<file path="src/rtl/apb_master_pkg.sv">
// Shared types and defaults for the APB2 master bridge.
package apb_master_pkg;

  localparam int unsigned APB_DATA_WIDTH = 32;
  localparam int unsigned APB_ADDR_WIDTH = 16;

  typedef enum logic [1:0] {
    IDLE,
    SETUP,
    ACCESS
  } apb_state_e;

  // Response payload registered alongside the one-cycle completion pulse.
  typedef struct packed {
    logic [APB_DATA_WIDTH-1:0] rdata;
    logic                      timeout;
  } apb_rsp_t;

endpackage

</file>
<file path="src/rtl/apb_wait_timer.sv">
// Counts ACCESS cycles with PREADY low and flags the cycle whose increment reaches LIMIT.
// Only instantiated when APB_TIMEOUT_EN is defined.
module apb_wait_timer #(
  parameter int unsigned LIMIT = 16
) (
  input  logic clk_i,
  input  logic reset_i,
  input  logic clear_i,
  input  logic inc_i,
  output logic expired_o
);

  localparam int unsigned CW = $clog2(LIMIT + 1);

  logic [CW-1:0] count_q, count_d;

  always_comb begin
    count_d = count_q;
    if (clear_i) begin
      count_d = '0;
    end else if (inc_i) begin
      count_d = count_q + 1'b1;
    end
  end

  always_ff @(posedge clk_i) begin
    if (reset_i) begin
      count_q <= '0;
    end else begin
      count_q <= count_d;
    end
  end

  // Expiry is flagged in the same cycle as the increment that would reach LIMIT.
  assign expired_o = inc_i && (count_q == CW'(LIMIT - 1));

endmodule

</file>
<file path="src/rtl/apb_master_bridge.sv">
// Valid/ready command stream to APB2 SETUP/ACCESS requester with a one-cycle response pulse.
// Optional ACCESS wait-state abort enabled by defining APB_TIMEOUT_EN.
module apb_master_bridge
  import apb_master_pkg::*;
#(
  parameter int unsigned DATA_WIDTH     = APB_DATA_WIDTH,
  parameter int unsigned ADDR_WIDTH     = APB_ADDR_WIDTH,
  parameter int unsigned TIMEOUT_CYCLES = 16
) (
  input  logic                  PCLK,
  input  logic                  PRESET,
  input  logic                  req_valid,
  output logic                  req_ready,
  input  logic [ADDR_WIDTH-1:0] req_addr,
  input  logic                  req_write,
  input  logic [DATA_WIDTH-1:0] req_wdata,
  output logic                  rsp_valid,
  output logic [DATA_WIDTH-1:0] rsp_rdata,
  output logic                  rsp_timeout,
  output logic [ADDR_WIDTH-1:0] PADDR,
  output logic                  PWRITE,
  output logic [DATA_WIDTH-1:0] PWDATA,
  output logic                  PSELx,
  output logic                  PENABLE,
  input  logic                  PREADY,
  input  logic [DATA_WIDTH-1:0] PRDATA
);

  apb_state_e            state_q, state_d;
  logic [ADDR_WIDTH-1:0] paddr_q, paddr_d;
  logic                  pwrite_q, pwrite_d;
  logic [DATA_WIDTH-1:0] pwdata_q, pwdata_d;
  logic                  psel_q, psel_d;
  logic                  penable_q, penable_d;
  logic                  rspValid_q, rspValid_d;
  apb_rsp_t              rsp_q, rsp_d;
  logic                  readyComb;
  logic                  accept;
  logic                  waitExpired;

`ifdef APB_TIMEOUT_EN
  apb_wait_timer #(
    .LIMIT(TIMEOUT_CYCLES)
  ) u_wait_timer (
    .clk_i    (PCLK),
    .reset_i  (PRESET),
    .clear_i  (state_q == SETUP),
    .inc_i    ((state_q == ACCESS) && !PREADY),
    .expired_o(waitExpired)
  );
`else
  logic unusedTimeoutCfg;
  assign waitExpired      = 1'b0;
  assign unusedTimeoutCfg = (TIMEOUT_CYCLES == 0);
`endif

  // A completing ACCESS frees the bridge in the same cycle for back-to-back commands.
  assign readyComb = (state_q == IDLE) || ((state_q == ACCESS) && PREADY);
  assign accept    = req_valid && readyComb;

  always_comb begin
    state_d    = state_q;
    paddr_d    = paddr_q;
    pwrite_d   = pwrite_q;
    pwdata_d   = pwdata_q;
    rspValid_d = 1'b0;
    rsp_d      = '0;

    case (state_q)
      IDLE: begin
        if (accept) begin
          state_d = SETUP;
        end
      end
      SETUP: begin
        state_d = ACCESS;
      end
      ACCESS: begin
        if (PREADY) begin
          rspValid_d = 1'b1;
          rsp_d.rdata = pwrite_q ? '0 : APB_DATA_WIDTH'(PRDATA);
          state_d = accept ? SETUP : IDLE;
        end else if (waitExpired) begin
          rspValid_d    = 1'b1;
          rsp_d.timeout = 1'b1;
          state_d       = IDLE;
        end
      end
      default: begin
        state_d = IDLE;
      end
    endcase

    if (accept) begin
      paddr_d  = req_addr;
      pwrite_d = req_write;
      pwdata_d = req_wdata;
    end

    psel_d    = (state_d != IDLE);
    penable_d = (state_d == ACCESS);
  end

  always_ff @(posedge PCLK) begin
    if (PRESET) begin
      state_q    <= IDLE;
      paddr_q    <= '0;
      pwrite_q   <= 1'b0;
      pwdata_q   <= '0;
      psel_q     <= 1'b0;
      penable_q  <= 1'b0;
      rspValid_q <= 1'b0;
      rsp_q      <= '0;
    end else begin
      state_q    <= state_d;
      paddr_q    <= paddr_d;
      pwrite_q   <= pwrite_d;
      pwdata_q   <= pwdata_d;
      psel_q     <= psel_d;
      penable_q  <= penable_d;
      rspValid_q <= rspValid_d;
      rsp_q      <= rsp_d;
    end
  end

  assign req_ready   = readyComb;
  assign PADDR       = paddr_q;
  assign PWRITE      = pwrite_q;
  assign PWDATA      = pwdata_q;
  assign PSELx       = psel_q;
  assign PENABLE     = penable_q;
  assign rsp_valid   = rspValid_q;
  assign rsp_rdata   = DATA_WIDTH'(rsp_q.rdata);
  assign rsp_timeout = rsp_q.timeout;

endmodule

</file>
<file path="config.mk">
export PLATFORM = sky130hd
export DESIGN_NAME = apb_master_bridge
export DESIGN_NICKNAME = d
export VERILOG_FILES = /design/src/rtl/apb_master_pkg.sv /design/src/rtl/apb_wait_timer.sv /design/src/rtl/apb_master_bridge.sv
export SDC_FILE = /design/constraint.sdc
export NUM_CORES = 1
export LEC_CHECK = 0
export BUFFER_PORTS_ARGS = -buffer_cell sky130_fd_sc_hd__buf_2
export CORE_MARGIN = 2
export CORE_UTILIZATION = 40
export DETAILED_ROUTE_END_ITERATION = 16
export GPL_TIMING_DRIVEN = 0
export PLACE_DENSITY = 0.8
export SETUP_SLACK_MARGIN = 0.1
export SYNTH_ARGS = -nofsm -noshare
export SYNTH_HDL_FRONTEND = slang
export SYNTH_SLANG_ARGS = --single-unit
</file>
<file path="constraint.sdc">
create_clock -name PCLK -period 1.05 [get_ports PCLK]
set_input_delay 0.105 -clock PCLK [delete_from_list [all_inputs] [get_ports PCLK]]
set_output_delay 0.105 -clock PCLK [all_outputs]
set_load 0.01 [all_outputs]
</file>
# Word level (Yosys, flattened, before mapping)
# Cells that the tools add are included.
# word_totals
register_bits	87
latch_bits	0
ram_bits	0
mem_bits_ro	0
input_bits	85
out_inout_bits	86
mem_count	0
# classes
add_sub_neg	0
n_mul	0
div_mod_pow	0
magnitude_cmp	0
eq_ne	3
n_shift	0
mux	5
bitwise_logic	2
reduce_logical	7
# ops
operator	count
$pmux W2 S3	1
$eq A2 B2 Y1 const B	2
$mux W2	2
$reduce_or A4 Y1	1
$eq A2 B1 Y1 const B	1
$logic_and A1 B1 Y1	2
$logic_not A2 Y1	1
$mux W1	2
$not A1 Y1	2
$reduce_bool A2 Y1	1
$reduce_or A2 Y1	1
$logic_or A1 B1 Y1	1

# Depth between registers and ports, before layout
# Gate-level depths: netlist of run 1.
# logic_depth
word_depth	8
mapped_depth	5
ltp_nobuf	3

# Worst setup path after synthesis of run 1
# Ideal clock, no wire load.
# synth_timing
kind	register -> register
start	register state_q[1]
end	register paddr_q[10], in the netlist PADDR[10]
setup_ns	0.072
arrival_time_ns	1.039
required_time_ns	0.978
slack_ns	-0.061
stages_incl_launch_ff	6
path_buffers	2
period_less_slack_ns	1.111
path_cell_list	dfxtp_1 nor2b_4 nor3b_2 buf_4 buf_6 mux2i_1
# synth_via
elab_chain_cells	4
word_cells_on_any_way	5
# synth_rtl
element	line_no	text
from (decl)	apb_master_bridge.sv:29	apb_state_e state_q, state_d;
from (signal assigned)	apb_master_bridge.sv:115	state_q <= state_d;
$eq A2 B2 Y1	apb_master_bridge.sv:58	assign readyComb = (state_q == IDLE) || ((state_q == ACCESS) && PREADY);
$logic_and A1 B1 Y1	apb_master_bridge.sv:58	
$logic_or A1 B1 Y1 *	apb_master_bridge.sv:58	
$logic_and A1 B1 Y1 *	apb_master_bridge.sv:59	assign accept = req_valid && readyComb;
to (signal assigned)	apb_master_bridge.sv:116	paddr_q <= paddr_d;
to (decl)	apb_master_bridge.sv:30	logic [ADDR_WIDTH-1:0] paddr_q, paddr_d;
# Mark *: on every way between the ends. The rest lies on a longest branch, timed or not.
# A chain may end at the register's enable or synchronous reset.

# Worst setup path after layout of run 1
# layout_timing
start	register state_q[1]
end	register pwdata_q[23], in the netlist PWDATA[23]
# layout_via
elab_chain_cells	4
word_cells_on_any_way	5
# layout_rtl
element	line_no	text
$eq A2 B2 Y1	apb_master_bridge.sv:58	
$logic_and A1 B1 Y1	apb_master_bridge.sv:58	
$logic_or A1 B1 Y1 *	apb_master_bridge.sv:58	
$logic_and A1 B1 Y1 *	apb_master_bridge.sv:59	
to (signal assigned)	apb_master_bridge.sv:118	pwdata_q <= pwdata_d;
to (decl)	apb_master_bridge.sv:32	logic [DATA_WIDTH-1:0] pwdata_q, pwdata_d;
# Marks and branches as above.

==> results.cfg, run 1 <==
[final_layout]
num-fill-cells = 652
layout.cells.non_filler = 637
design_area_um2 = 5100
drive_gt1_share_pct = 50.4
fin_nets = 612
syn_to_final_growth_pct = 54.4
antenna_cells = 0

[critical_path]
crit_arrival_ns = 1.53
crit_path_max_incr_delay_ns = 0.33
crit_type = flip-flop to flip-flop
path_cells = nor2b_4 > nor3b_2 > buf_6 > buf_12 > mux2i_1
worstPathRequired_ns = 1.30
cp_max_fo = 10
ff2ff_path_depth = 5
critPathCaptureType = flip-flop
critPathLaunchType = flip-flop
cpMaxStageDelayCell = dfxtp_2

[synthesis]
synth-seq-area-share_pct = 52.1
syn_inst = 299
synth_nets = 384
synth.avg_cell_area_um2 = 11.1
yosys_warnings = 0
yosysTopAreaCell = dfxtp_1
ys_types = 19
yosysTopAreaCellShare_pct = 52.1
ys_top_cells_by_area = dfxtp_1 (52%), nand2b_1 (19%), mux2i_1 (15%)
ys_ff_latch = 86
syn_area_um2 = 3310

[placement]
port_buffers = 169
hpwl_mm = 5.68
dpl_cell_area_um2 = 4280
place_inst = 573
place.gp.congestion = 0.756

[global_route]
grt_overflow = 0
grt_pass1_wl_mm = 13.1
antenna_found_initial = 0
grt_max_degree = 15
grtUsageTotal_pct = 18.8
grt_pass1_vias = 2859

[clock_tree]
worstSkewPairLatency_ns = 0.34
cts_buffer_depth = 2
cts_root_buf = clkbuf_8
cts_tree = done
clk_pin_slew_ns = 0.09
cts_buffers = 9
cts_sinks = 86
ctsHtreeMaxLevel = 3

[status]
outcome = finished, violations left
violations = negative setup slack

[detailed_routing]
postRouteAntennaNets = 0
vias_per_cell = 4.45
wl_per_cell_um = 13.7
drt_pass1_iterations = 4
first_iter_violations = 40
drc = 0
wirelength_mm = 8.70
vias = 2837

[timing]
timing.fmax_mhz = 784
min_period_ns = 1.28
setup_viol = 85
finalHoldViolCount = 0
finClkSkew_ns = 0.0154
finalMaxSlewViolations = 0
min_period_over_period_pct = 121
fin_ws_ns = -0.225
rsz0062_at_grt = true

[worst_hold_path]
worstHoldPathCells = 3
hold_class = input pin to flip-flop

[floorplanning]
die_w_um = 94.9
io_pins = 171
die_area_um2 = 9010
core_um2 = 8090
rows = 33
chipHeight_um = 94.9
initial_core_util_pct = 40.8

[power]
p_leak_nw = 2.48
irDropWorstVdd_mv = 0.996
powerDensity_nw_per_um2 = 1360

[flow_run]
drv_cap = 0
## Yosys cell counts
library cell and n:
o21bai_1 1, clkbuf_1 10, or2b_1 1, a21oi_1 3
buf_4 2, buf_6 8, nor2_1 1, and4bb_1 1
or3b_2 1, nor2b_1 1, conb_1 1, and2_2 22
nor2b_4 2, nor3b_2 1, nand2b_1 98, buf_2 1
and2_1 10, mux2i_1 49, dfxtp_1 86
## cell type report
| type | instances | area, um^2 | area share, % |
|---|---|---|---|
| sequential | 86 | 1770 | 34.7 |
| buffer | 21 | 195 | 3.82 |
| tap | 105 | 131 | 2.57 |
| clock inverter | 4 | 55.1 | 1.08 |
| multi-input combinational | 192 | 1450 | 28.4 |
| timing repair buffer | 217 | 1350 | 26.4 |
| clock buffer | 12 | 155 | 3.04 |
## registers in the layout, indices dropped and copies added (netlist names)
signal / flops
state_q: 2
PADDR: 16
PWDATA: 32
PWRITE: 1
PSELx: 1
rsp_rdata: 32
PENABLE: 1
rsp_valid: 1
## cell usage in the layout (no fill, tap or decap), types with 2 or more instances in the layout
cell type	synthesis	final
buf_6	8	7
buf_4	2	4
dlygate4sd3_1	0	43
dfxtp_2	0	36
and2_2	22	22
and2_1	10	10
dfxtp_1	86	49
clkbuf_8	0	11
clkbuf_1	10	11
buf_2	1	168
mux2i_1	49	48
nand2b_1	98	98
clkinv_4	0	2
buf_12	0	5
nor2b_4	2	2
a21oi_2	0	2
## power breakdown
group          internal [W]  total, W  switching, W
Combinational      0.000629   0.00108      0.000450
Clock               0.00124   0.00236       0.00112
Sequential          0.00343   0.00351     0.0000763
## worst max-delay path: cells and delay by family (launching register included)
kind / cells / cell delay [ns]
and+or+nand+nor: 2 / 0.30
DFF: 1 / 0.33
buffers and inverters: 2 / 0.36
muxes: 1 / 0.21
## logic make-up (layout without fill, tap and decap cells)
logic type,count (synthesis),in the layout,share of synthesized area [%]
and+or+nand+nor,138,138,27.8
other,1,1,0.113
DFF,86,86,52.1
muxes,49,49,14.8
buffers and inverters,21,254,4.47
AOI/OAI and AO/OA,4,4,0.681
## through the flow
step	utilization [%]	setup slack (ns)	hold slack (ns)	setup TNS [ns]	power (W)
after floorplan	-	-0.0611	0.227	-4.41	0.00404
after global placement	52.9	-0.191	0.307	-12.94	0.00441
after detailed placement	52.9	-0.232	0.307	-14.80	0.00444
after CTS	61.3	-0.210	0.00169	-14.84	0.00696
after global routing	63.1	-0.280	0.00620	-19.78	0.00726
final	63.1	-0.225	0.0121	-15.31	0.00695
## final timing paths
path | to | slack [ns] | start
worst min register to register | PWDATA[3] | 0.47 | PWDATA[3]
worst max-delay path | PWDATA[23] | -0.23 | state_q[1]
worst min-delay path | PWDATA[11] | 0.01 | req_wdata[11]
worst max register to register | PWDATA[23] | -0.23 | state_q[1]
## what timing repair did
action,in CTS,in global routing
cloned,0,1
pin swaps,2,2
endpoints found under the setup margin,92,116
endpoints found under the hold margin,43,0
setup buffers,1,3
resized for setup,15,42
hold buffers,43,0
## per-layer routing
metal | wire length, um | share of wire (%) | GRT usage (%)
met1 | 3640 | 42 | 21.5
met2 | 4030 | 46 | 31.6
met3 | 864 | 9.9 | 7.10
met4 | 160 | 1.8 | 7.49
met5 | 0 | 0 | 0
(Power assumes the default switching activity.)
==> run 2: changes to the inputs <==
- ABC_AREA: not set -> 1
- PLACE_DENSITY: 0.8 -> 0.78
==> run 2 against run 1 <==
Net effect:
- the run still ends with negative setup slack left
- non-clock buffer count up 10
- maximum frequency up 7.2%
- global-route usage up 1.1 points
- total power up 10%
- synthesized cell count up 81%
- setup slack better by 0.086 ns
- synthesized area up 12%
- clock power up 7%
- first-iteration DRC count up 120%
- critical path type is now flip-flop to output pin
- critical endpoint is now req_ready
- largest cell class unchanged
==> results.cfg, run 2 <==
[status]
outcome = finished, violations left
violations = negative setup slack

[critical_path]
r2r_start = state_q[1]
path_cells = inv_4 > buf_6 > nand2_4 > inv_2 > buf_6
cpMostUsedCell = buf_6
cpMaxStageDelayCell = dfxtp_4
cp_max_fo = 4
crit_arrival_ns = 1.08
worstPathRequired_ns = 0.94
endpoint = req_ready
crit_start = state_q[0]
critPathCaptureType = output pin
critPathLaunchType = flip-flop
ff2ff_path_depth = 6
r2r_slack_ns = -0.13
crit_path_max_incr_delay_ns = 0.38
crit_type = flip-flop to output pin
timing.rr.end = rsp_rdata[8]

[global_route]
grt_pass1_wl_mm = 16.0
grt_overflow = 0
grt_pass1_vias = 3485
grtUsageTotal_pct = 19.9
grt_max_degree = 17
antenna_found_initial = 0

[synthesis]
synth_most_common_cell = inv_1
ys.flop_type = dfxtp_1
synth_common_cells = inv_1 (185), nand2_1 (100), dfxtp_1 (86)
ys_types = 20
synth_edf_count = 0
synth-seq-area-share_pct = 46.3
ys_ff_latch = 86
synth.avg_cell_area_um2 = 6.87
syn_area_um2 = 3720
ys_top_cells_by_area = dfxtp_1 (46%), inv_1 (19%), nand2_1 (10%)
yosysTopAreaCellShare_pct = 46.3
synth_nets = 626
syn_inst = 541
async_reset_ff_share_pct = 0
yosys_warnings = 0
yosysTopAreaCell = dfxtp_1

[floorplanning]
die_area_um2 = 10100
die_w_um = 100
rows = 35
initial_core_util_pct = 40.8
chipHeight_um = 100
core_um2 = 9110
io_pins = 171

[detailed_routing]
vias = 3839
wirelength_mm = 10.9
vias_per_cell = 4.33
wl_per_cell_um = 12.3
drt_pass1_iterations = 4
drc = 0
postRouteAntennaNets = 0
first_iter_violations = 88

[timing]
finalMaxSlewViolations = 0
timing.fmax_mhz = 841
setup_viol = 82
min_period_ns = 1.19
finClkSkew_ns = 0.0129
min_period_over_period_pct = 113
finalHoldViolCount = 0
setup_tns_ns = -5.74
rsz0062_at_grt = true
fin_ws_ns = -0.140

[clock_tree]
cts_sinks = 86
ctsHtreeMaxLevel = 3
cts_root_buf = clkbuf_8
cts_buffers = 9
cts_buffer_depth = 2
clk_pin_slew_ns = 0.09
worstSkewPairLatency_ns = 0.36
cts_tree = done

[power]
irDropWorstVdd_mv = 0.758
p_leak_nw = 3.49
powerDensity_nw_per_um2 = 1320
total_power_w = 0.00764

[placement]
place.gp.congestion = 0.795
place_inst = 820
port_buffers = 168
hpwl_mm = 6.54

[final_layout]
final_cell_mix = inv_1 (183), buf_2 (146), nand2_1 (98), dfxtp_2 (58), nor2_1 (56)
drive_gt1_share_pct = 41.6
fin_nets = 856
syn_to_final_growth_pct = 55.7
antenna_cells = 0
layout.cells.non_filler = 887
final_common_cell = inv_1

[worst_hold_path]
hold_class = input pin to flip-flop

[flow_run]
drv_cap = 0
==> run 2: cell count changes after synthesis, moves of 3 or more <==
cell | before | now
and2_1 | 10 | 0
nand2_1 | 0 | 100
clkbuf_1 | 10 | 5
buf_4 | 2 | 5
nand2b_1 | 98 | 0
mux2i_1 | 49 | 0
nor2_2 | 0 | 21
nor2_1 | 1 | 61
buf_2 | 1 | 13
and2_2 | 22 | 0
inv_1 | 0 | 185
nand4_1 | 0 | 49
==> run 2: layout make-up <==
class	instances	area, um^2
Buffer	30	233
Fill cell	783	3320
Inverter	186	701
Timing Repair Buffer	218	1540
Sequential cell	86	1800
Multi-Input combinational cell	240	1170
Tap cell	111	139
Clock inverter	6	75.1
Clock buffer	10	138
==> run 2: per-stage QoR <==
stage | cell area [um^2] | utilization (%) | setup slack [ns] | hold slack (ns)
final | 5790 | 63.6 | -0.140 | 0.0123
after global routing | 5790 | 63.6 | -0.190 | 0.0170
after CTS | 5400 | 59.3 | -0.158 | 0.00437
after detailed placement | 4710 | 51.7 | -0.0621 | 0.325
after global placement | 4710 | 51.7 | -0.0517 | 0.318
after floorplan | 3730 | - | 0.0920 | 0.177
==> run 2: kinds of logic (layout without fill, tap and decap cells) <==
family          after synthesis  count (layout)  share of synthesized area, %
compound gates                2               2                         0.269
buf+inv                     216             450                          24.0
flops                        86              86                          46.3
other cells                   1               1                         0.101
simple gates                236             237                          29.4
==> run 2: worst min path at each step <==
stage	endpoint	cells past startpoint	start
2_1_floorplan	state_q[0]	1	PRESET
3_3_place_gp	rsp_rdata[31]	3	PRDATA[31]
3_5_place_dp	rsp_rdata[16]	3	PRDATA[16]
4_1_cts	rsp_rdata[14]	3	PRDATA[14]
5_1_grt	rsp_rdata[14]	3	PRDATA[14]
6_report	rsp_rdata[14]	3	PRDATA[14]
==> run 2: what timing repair did <==
action / in CTS / in global routing
gates cloned: 2 / 3
endpoints found under the setup margin: 90 / 142
hold buffers: 33 / 0
hold endpoints to repair: 33 / 0
pin swaps: 3 / 3
buffers inserted: 9 / 5
gates resized for setup: 27 / 100
==> run 2: where the power goes <==
group	internal (W)	total [W]	leakage (nW)	switching, W
Combinational	0.000767	0.00154	2.66	0.000774
Clock	0.00120	0.00253	0.105	0.00132
Sequential	0.00347	0.00358	0.726	0.000101
Total	0.00545	0.00764	3.49	0.00220
==> run 2: per-layer routing <==
metal | vias up | part of all wire (%) | GRT usage, %
met3 | 31 | 4.8 | 4.81
met1 | 1698 | 41 | 23.2
met4 | 0 | 3.4 | 8.11
li1 | 1986 | - | -
met2 | 124 | 51 | 34.9
met5 | - | 0 | 0
==> run 2: worst max-delay path: cells and delay by family (launching register included) <==
family / cells / cell delay [ns]
AND/OR/NAND/NOR: 1 / 0.06
flip-flops: 1 / 0.38
buffers and inverters: 4 / 0.30
